## src/rtl/box_overlay_if.sv

```systemverilog
// Pixel FIFO ports and tracker box fields shared between box_overlay and its surroundings.
interface box_overlay_if;
    localparam int unsigned PIX_W = 24;
    localparam int unsigned CRD_W = 12;

    logic              in_empty;
    logic [PIX_W-1:0]  in_dout;
    logic              in_rd_en;
    logic              out_full;
    logic              out_wr_en;
    logic [PIX_W-1:0]  out_din;
    logic              box_valid;
    logic [CRD_W-1:0]  center_x;
    logic [CRD_W-1:0]  center_y;
    logic [CRD_W-1:0]  width;
    logic [CRD_W-1:0]  height;
    logic              box_active;
    logic              frame_done;

    modport master (
        output in_empty, in_dout, out_full,
        output box_valid, center_x, center_y, width, height,
        input  in_rd_en, out_wr_en, out_din, box_active, frame_done
    );

    modport slave (
        input  in_empty, in_dout, out_full,
        input  box_valid, center_x, center_y, width, height,
        output in_rd_en, out_wr_en, out_din, box_active, frame_done
    );
endinterface

```

## src/rtl/box_overlay.sv

```systemverilog
// Copies a raster RGB stream FIFO-to-FIFO, drawing the tracker's last reported box
// outline onto the frame that follows the report.
module box_overlay #(
    parameter int unsigned WIDTH     = 640,
    parameter int unsigned HEIGHT    = 480,
    parameter int unsigned THICK     = 2,
    parameter logic [23:0] BOX_COLOR = 24'hFF0000
) (
    input  logic         clock,
    input  logic         reset,
    box_overlay_if.slave bus
);
    localparam int unsigned PIX_W = 24;
    localparam int unsigned CRD_W = 12;
    localparam int unsigned EXT_W = CRD_W + 1;

    typedef enum logic [1:0] {
        S_LOAD  = 2'd0,
        S_READ  = 2'd1,
        S_WRITE = 2'd2
    } state_e;

    state_e             state_q, state_d;
    logic [CRD_W-1:0]   x_q, x_d, y_q, y_d;
    logic               pend_q, pend_d;
    logic [CRD_W-1:0]   pcx_q, pcx_d, pcy_q, pcy_d, pw_q, pw_d, ph_q, ph_d;
    logic               en_q, en_d;
    logic [CRD_W-1:0]   left_q, left_d, right_q, right_d, top_q, top_d, bot_q, bot_d;
    logic [PIX_W-1:0]   pix_q, pix_d;
    logic               box_active_q, box_active_d;
    logic               frame_done_q, frame_done_d;
    logic               rd_en_c, wr_en_c, border_c;

    // Bounds of the pending box; 13-bit so width-1 and left+width-1 cannot wrap
    logic [EXT_W-1:0]   hx_w, hx_h, rsum, bsum;
    logic [CRD_W-1:0]   left_c, right_c, top_c, bot_c;

    always_comb begin
        hx_w    = (EXT_W'(pw_q) - EXT_W'(1)) >> 1;
        hx_h    = (EXT_W'(ph_q) - EXT_W'(1)) >> 1;
        left_c  = (EXT_W'(pcx_q) >= hx_w) ? CRD_W'(EXT_W'(pcx_q) - hx_w) : '0;
        top_c   = (EXT_W'(pcy_q) >= hx_h) ? CRD_W'(EXT_W'(pcy_q) - hx_h) : '0;
        rsum    = EXT_W'(left_c) + EXT_W'(pw_q) - EXT_W'(1);
        bsum    = EXT_W'(top_c) + EXT_W'(ph_q) - EXT_W'(1);
        right_c = (rsum > EXT_W'(WIDTH - 1))  ? CRD_W'(WIDTH - 1)  : CRD_W'(rsum);
        bot_c   = (bsum > EXT_W'(HEIGHT - 1)) ? CRD_W'(HEIGHT - 1) : CRD_W'(bsum);
    end

    // Outline hit test; range checks come first so the differences stay non-negative
    always_comb begin
        border_c = en_q
                 && (x_q >= left_q) && (x_q <= right_q)
                 && (y_q >= top_q)  && (y_q <= bot_q)
                 && (((x_q - left_q)  < CRD_W'(THICK)) ||
                     ((right_q - x_q) < CRD_W'(THICK)) ||
                     ((y_q - top_q)   < CRD_W'(THICK)) ||
                     ((bot_q - y_q)   < CRD_W'(THICK)));
    end

    always_comb begin
        state_d      = state_q;
        x_d          = x_q;
        y_d          = y_q;
        pend_d       = pend_q;
        pcx_d        = pcx_q;
        pcy_d        = pcy_q;
        pw_d         = pw_q;
        ph_d         = ph_q;
        en_d         = en_q;
        left_d       = left_q;
        right_d      = right_q;
        top_d        = top_q;
        bot_d        = bot_q;
        pix_d        = pix_q;
        box_active_d = box_active_q;
        frame_done_d = 1'b0;
        rd_en_c      = 1'b0;
        wr_en_c      = 1'b0;

        if (bus.box_valid) begin
            pend_d = 1'b1;
            pcx_d  = bus.center_x;
            pcy_d  = bus.center_y;
            pw_d   = bus.width;
            ph_d   = bus.height;
        end

        unique case (state_q)
            S_LOAD: begin
                en_d         = pend_q && (pw_q != '0) && (ph_q != '0);
                left_d       = left_c;
                right_d      = right_c;
                top_d        = top_c;
                bot_d        = bot_c;
                box_active_d = en_d;
                // A report arriving now belongs to the next frame
                if (!bus.box_valid) begin
                    pend_d = 1'b0;
                end
                state_d = S_READ;
            end
            S_READ: begin
                if (!bus.in_empty) begin
                    rd_en_c = 1'b1;
                    pix_d   = bus.in_dout;
                    state_d = S_WRITE;
                end
            end
            S_WRITE: begin
                if (!bus.out_full) begin
                    wr_en_c = 1'b1;
                    state_d = S_READ;
                    if (x_q == CRD_W'(WIDTH - 1)) begin
                        x_d = '0;
                        if (y_q == CRD_W'(HEIGHT - 1)) begin
                            y_d          = '0;
                            frame_done_d = 1'b1;
                            state_d      = S_LOAD;
                        end else begin
                            y_d = y_q + CRD_W'(1);
                        end
                    end else begin
                        x_d = x_q + CRD_W'(1);
                    end
                end
            end
            default: state_d = S_LOAD;
        endcase
    end

    always_ff @(posedge clock) begin
        if (reset) begin
            state_q      <= S_LOAD;
            x_q          <= '0;
            y_q          <= '0;
            pend_q       <= 1'b0;
            pcx_q        <= '0;
            pcy_q        <= '0;
            pw_q         <= '0;
            ph_q         <= '0;
            en_q         <= 1'b0;
            left_q       <= '0;
            right_q      <= '0;
            top_q        <= '0;
            bot_q        <= '0;
            pix_q        <= '0;
            box_active_q <= 1'b0;
            frame_done_q <= 1'b0;
        end else begin
            state_q      <= state_d;
            x_q          <= x_d;
            y_q          <= y_d;
            pend_q       <= pend_d;
            pcx_q        <= pcx_d;
            pcy_q        <= pcy_d;
            pw_q         <= pw_d;
            ph_q         <= ph_d;
            en_q         <= en_d;
            left_q       <= left_d;
            right_q      <= right_d;
            top_q        <= top_d;
            bot_q        <= bot_d;
            pix_q        <= pix_d;
            box_active_q <= box_active_d;
            frame_done_q <= frame_done_d;
        end
    end

    assign bus.in_rd_en   = rd_en_c & ~reset;
    assign bus.out_wr_en  = wr_en_c & ~reset;
    assign bus.out_din    = reset ? '0 : (border_c ? BOX_COLOR : pix_q);
    assign bus.box_active = box_active_q;
    assign bus.frame_done = frame_done_q;
endmodule

```

## src/flat_wrapper.sv

```systemverilog
// flat-port wrapper written by rule: the top's interface ports become plain ports
module box_overlay_flat 
#(
    parameter int unsigned WIDTH     = 640,
    parameter int unsigned HEIGHT    = 480,
    parameter int unsigned THICK     = 2,
    parameter logic [23:0] BOX_COLOR = 24'hFF0000
)
  (clock, reset, bus_in_empty, bus_in_dout, bus_out_full, bus_box_valid, bus_center_x, bus_center_y, bus_width, bus_height, bus_in_rd_en, bus_out_wr_en, bus_out_din, bus_box_active, bus_frame_done);
  box_overlay_if bus_i ();
  input  logic clock;
  input  logic reset;
  input wire logic [$bits(bus_i.in_empty)-1:0] bus_in_empty;
  input wire logic [$bits(bus_i.in_dout)-1:0] bus_in_dout;
  input wire logic [$bits(bus_i.out_full)-1:0] bus_out_full;
  input wire logic [$bits(bus_i.box_valid)-1:0] bus_box_valid;
  input wire logic [$bits(bus_i.center_x)-1:0] bus_center_x;
  input wire logic [$bits(bus_i.center_y)-1:0] bus_center_y;
  input wire logic [$bits(bus_i.width)-1:0] bus_width;
  input wire logic [$bits(bus_i.height)-1:0] bus_height;
  output wire logic [$bits(bus_i.in_rd_en)-1:0] bus_in_rd_en;
  output wire logic [$bits(bus_i.out_wr_en)-1:0] bus_out_wr_en;
  output wire logic [$bits(bus_i.out_din)-1:0] bus_out_din;
  output wire logic [$bits(bus_i.box_active)-1:0] bus_box_active;
  output wire logic [$bits(bus_i.frame_done)-1:0] bus_frame_done;
  assign bus_i.in_empty = bus_in_empty;
  assign bus_i.in_dout = bus_in_dout;
  assign bus_i.out_full = bus_out_full;
  assign bus_i.box_valid = bus_box_valid;
  assign bus_i.center_x = bus_center_x;
  assign bus_i.center_y = bus_center_y;
  assign bus_i.width = bus_width;
  assign bus_i.height = bus_height;
  assign bus_in_rd_en = bus_i.in_rd_en;
  assign bus_out_wr_en = bus_i.out_wr_en;
  assign bus_out_din = bus_i.out_din;
  assign bus_box_active = bus_i.box_active;
  assign bus_frame_done = bus_i.frame_done;
  box_overlay #(.WIDTH(WIDTH), .HEIGHT(HEIGHT), .THICK(THICK), .BOX_COLOR(BOX_COLOR)) u_core (.clock(clock), .reset(reset), .bus(bus_i));
endmodule
```

## config.mk

```make
export PLATFORM = sky130hd
export DESIGN_NAME = box_overlay_flat
export DESIGN_NICKNAME = d
export VERILOG_FILES = /design/src/rtl/box_overlay_if.sv /design/src/rtl/box_overlay.sv /design/src/flat_wrapper.sv
export SDC_FILE = /design/constraint.sdc
export NUM_CORES = 1
export LEC_CHECK = 0
export ABC_AREA = 1
export CORE_MARGIN = 5
export CORE_UTILIZATION = 40
export DETAILED_ROUTE_END_ITERATION = 16
export PLACE_DENSITY = 0.67
export SKIP_CTS_REPAIR_TIMING = 1
export SYNTH_ARGS = -nofsm -noshare
export SYNTH_HDL_FRONTEND = slang
export SYNTH_SLANG_ARGS = --single-unit
```

## constraint.sdc

```tcl
create_clock -name clock -period 4.55 [get_ports clock]
set_input_delay 1.365 -clock clock [delete_from_list [all_inputs] [get_ports clock]]
set_output_delay 1.365 -clock clock [all_outputs]
set_load 0.05 [all_outputs]
```

==> reports/qor.yml <==
layout.nets: 2210
r2r-end: "u_core.bot_q[0]"
synth-xor-area-share_pct: 4.119
grt_start_max_net_pins: 78
async_flop_share_pct: 0
antenna_found_initial: 1
vdd_drop_max_uv: 284.2
fp.coreArea_um2: 28780
synth_cells: 1808
htree_num_levels: 4
hold_viol_final: 0
rsz0062_at_grt: "yes"
grt_pass1_vias: 11080
wire_per_inst_um: 13.70
synth_top_family_by_area: "simple AND/OR/NAND/NOR gates"
rr_worst_depth: 29
drive_gt1_share_pct: 21.44
die_area_um2: 32760
tightest_slew_ps: 700.6
clkSinkCount: 149
synth_compound_area_share_pct: 14.40
cts_tree: "done"
grt_overflow_total: 0
worstPathArrival_ps: 5030
vias_per_cell: 4.941
final-setup-viol-count: 9
critPathBufInv: 5
finalNonFillerCells: 2400
synth_mux_area_share_pct: 0
rows: 62
violations: "setup timing"
die_height_um: 181.0
syn_area_per_cell_um2: 6.468
drc: 0
grt.total_usage_pct: 18.69
clockRootBuffer: "clkbuf_16"
drt_iter0_drc: 635
crit_path_end_kind: "flip-flop"
slowest_stage: "ha_1"
synth_seq_cells: 149
critPathMaxStageDelay_ps: 350
final_util_pct: 54.50
required_ps: 4920
ys_warn_count: 0
multi_input_area_um2: 8334
syn-num-nets: 2015
portBuffers: 104
top_layer_used: "met4"
clock.fmax_mhz: 214.5
drt-met1-wl_um: 16020
synthSimpleGateAreaFrac_pct: 29.88
slew_violations: 0
layout_common_cells: "355 x nand2_1, 278 x inv_1, 191 x nor2_1"
dr_wl_met2_um: 15370
fin_skew_ps: 9.910
gp_congestion: 0.8935
hold_slack_ps: 445.8
vias: 11860
clock_path_buffers: 2
finalCriticalPeriod_ps: 4662
synth_top_flop_cell: "dfxtp_1"
cp_top_family: "simple AND/OR/NAND/NOR gates"
drt_pass1_iterations: 5
dr_wl_met3_um: 1068
worstSetupPathType: "reg -> reg"
status: "finished, violations left"
ys_types: 46
regToRegSetupSlack_ps: -110
initial_utilization_pct: 40.64
synth_edf_count: 0
clk_latency_ps: 430
worst-path-max-fanout: 9
min_path_cells: 2
routed_wl_um: 32870
ant_nets: 0
ys_seq_area_share_pct: 25.51
numCtsBuffers: 17
cap_viol_max_count: 0
clk_pin_slew_ps: 60
powerDensity_nw_per_um2: 438.7
area.sequential_um2: 3012
leakagePower_nw: 7.371
crit_path_start_kind: "flip-flop"
fp.dieW_um: 181.0
fillers: 2655
hp-start: "u_core.bot_q[11]"
slew_headroom_pct: 53.29
placed_cells: 2345
timing.final.crit_share_pct: 102.5
io_pins: 105
dp_hpwl_um: 24800
layout_setup_ws_ps: -112.0
rr_startpoint: "u_core.ph_q[0]"
syn_area_um2: 11690
grt_pass1_wl_um: 52270
min_to: "u_core.bot_q[11]"
final_common_cell: "nand2_1"
synthToLayoutAreaGrowth_pct: 34.11
hold_class: "reg -> reg"
yosys.area_share.adder_pct: 14.42
## per-layer routing
layer | track usage [%] | vias up
met5 | 0 | -
li1 | - | 6226
met3 | 2.876 | 27
met1 | 25.89 | 5404
met4 | 5.164 | 0
met2 | 30.37 | 202
## per-stage QoR
step                TNS [ps]  setup slack (ps)  power, W  instance area [µm²]
global placement      -605.0            -90.92  0.004708                13810
finish                -779.4            -112.0  0.006881                15680
CTS                    -4644            -340.3  0.006206                14400
floorplan                  0             3.565  0.003716                11710
global route           -4798            -401.4  0.007444                15680
detailed placement     -3640            -271.2  0.004769                13810
## cell type report
cell class,count,share of cell area [%]
multi-input cells,1302,53.14
flip-flops and latches,149,19.20
repair buffers,216,13.04
inverters,316,7.674
well taps,384,3.063
clock buffers,18,2.736
clock inverters,13,1.021
repair inverters,1,0.1037
diodes,1,0.01596
## state kept, by name, indices dropped and copies added (netlist names)
register / flops
u_core.bus.box_active: 1
u_core.pcx_q: 12
u_core.bot_q: 12
u_core.ph_q: 12
u_core.bus.frame_done: 1
u_core.pw_q: 12
u_core.state_q: 2
u_core.right_q: 12
u_core.x_q: 12
u_core.pend_q: 1
u_core.y_q: 12
u_core.top_q: 12
u_core.pix_q: 24
u_core.left_q: 12
u_core.pcy_q: 12
## cell usage after synthesis (2+ instances only)
| cell | number | area [µm²] |
|---|---|---|
| nor3b_1 | 2 | 15.01 |
| fa_1 | 8 | 160.2 |
| xor2_1 | 43 | 376.6 |
| a21oi_2 | 3 | 26.28 |
| o2111ai_1 | 5 | 43.79 |
| inv_2 | 5 | 18.77 |
| xnor2_1 | 12 | 105.1 |
| nand3_2 | 3 | 30.03 |
| nor3_2 | 4 | 40.04 |
| nor2_2 | 11 | 68.82 |
| nand4_1 | 32 | 200.2 |
| nor2_1 | 217 | 814.5 |
| nor3_1 | 19 | 95.09 |
| inv_1 | 309 | 1160 |
| a21o_1 | 5 | 37.54 |
| nand2_2 | 7 | 43.79 |
| nand3_1 | 93 | 465.5 |
| or2_2 | 13 | 81.33 |
| o21ai_1 | 2 | 10.01 |
| o21ai_0 | 117 | 585.6 |
| a211oi_1 | 5 | 37.54 |
| buf_1 | 2 | 7.510 |
| clkbuf_1 | 37 | 138.9 |
| a31oi_1 | 8 | 50.05 |
| nand3b_1 | 16 | 120.1 |
| buf_2 | 2 | 10.01 |
| a21oi_1 | 152 | 760.7 |
| nand2_1 | 374 | 1404 |
| ha_1 | 122 | 1526 |
| a221oi_1 | 4 | 35.03 |
| nor2_4 | 3 | 33.78 |
| nor4_1 | 5 | 31.28 |
| o21bai_1 | 7 | 52.55 |
| dfxtp_1 | 149 | 2983 |
## logic make-up (layout without fill, tap and decap cells)
family                     count (synthesis)  count (layout)
and+or+nand+nor                          803             804
xor gates and xnor gates                  55              55
buffers and inverters                    358             564
AOI/OAI and AO/OA                        313             313
DFF                                      149             149
adders and majority gates                130             130
other                                      0               1
## where the power goes
group          total (W)  switching [W]  internal [W]
Clock            0.00142       0.000568      0.000857
Combinational    0.00395        0.00222       0.00173
Sequential       0.00151      0.0000848       0.00142
Total            0.00688        0.00287       0.00401
## worst reg2reg max path: cells and delay by family, from the launching register on
family,cells,cell delay (ps)
flops,1,320
buf+inv,5,400
simple gates,12,1420
fa+ha+maj,5,1170
compound gates,5,880
xor+xnor,2,400
## how the worst max path moves through the flow
stage | depth (start not counted) | startpoint | end
global route | 28 | u_core.ph_q[0] | u_core.bot_q[4]
global placement | 26 | u_core.pw_q[0] | u_core.right_q[1]
CTS | 26 | u_core.pw_q[1] | u_core.right_q[4]
detailed placement | 26 | u_core.pw_q[1] | u_core.right_q[4]
floorplan | 28 | u_core.ph_q[0] | u_core.bot_q[0]
finish | 29 | u_core.ph_q[0] | u_core.bot_q[0]
No activity file was read; power rests on OpenSTA's default activity.
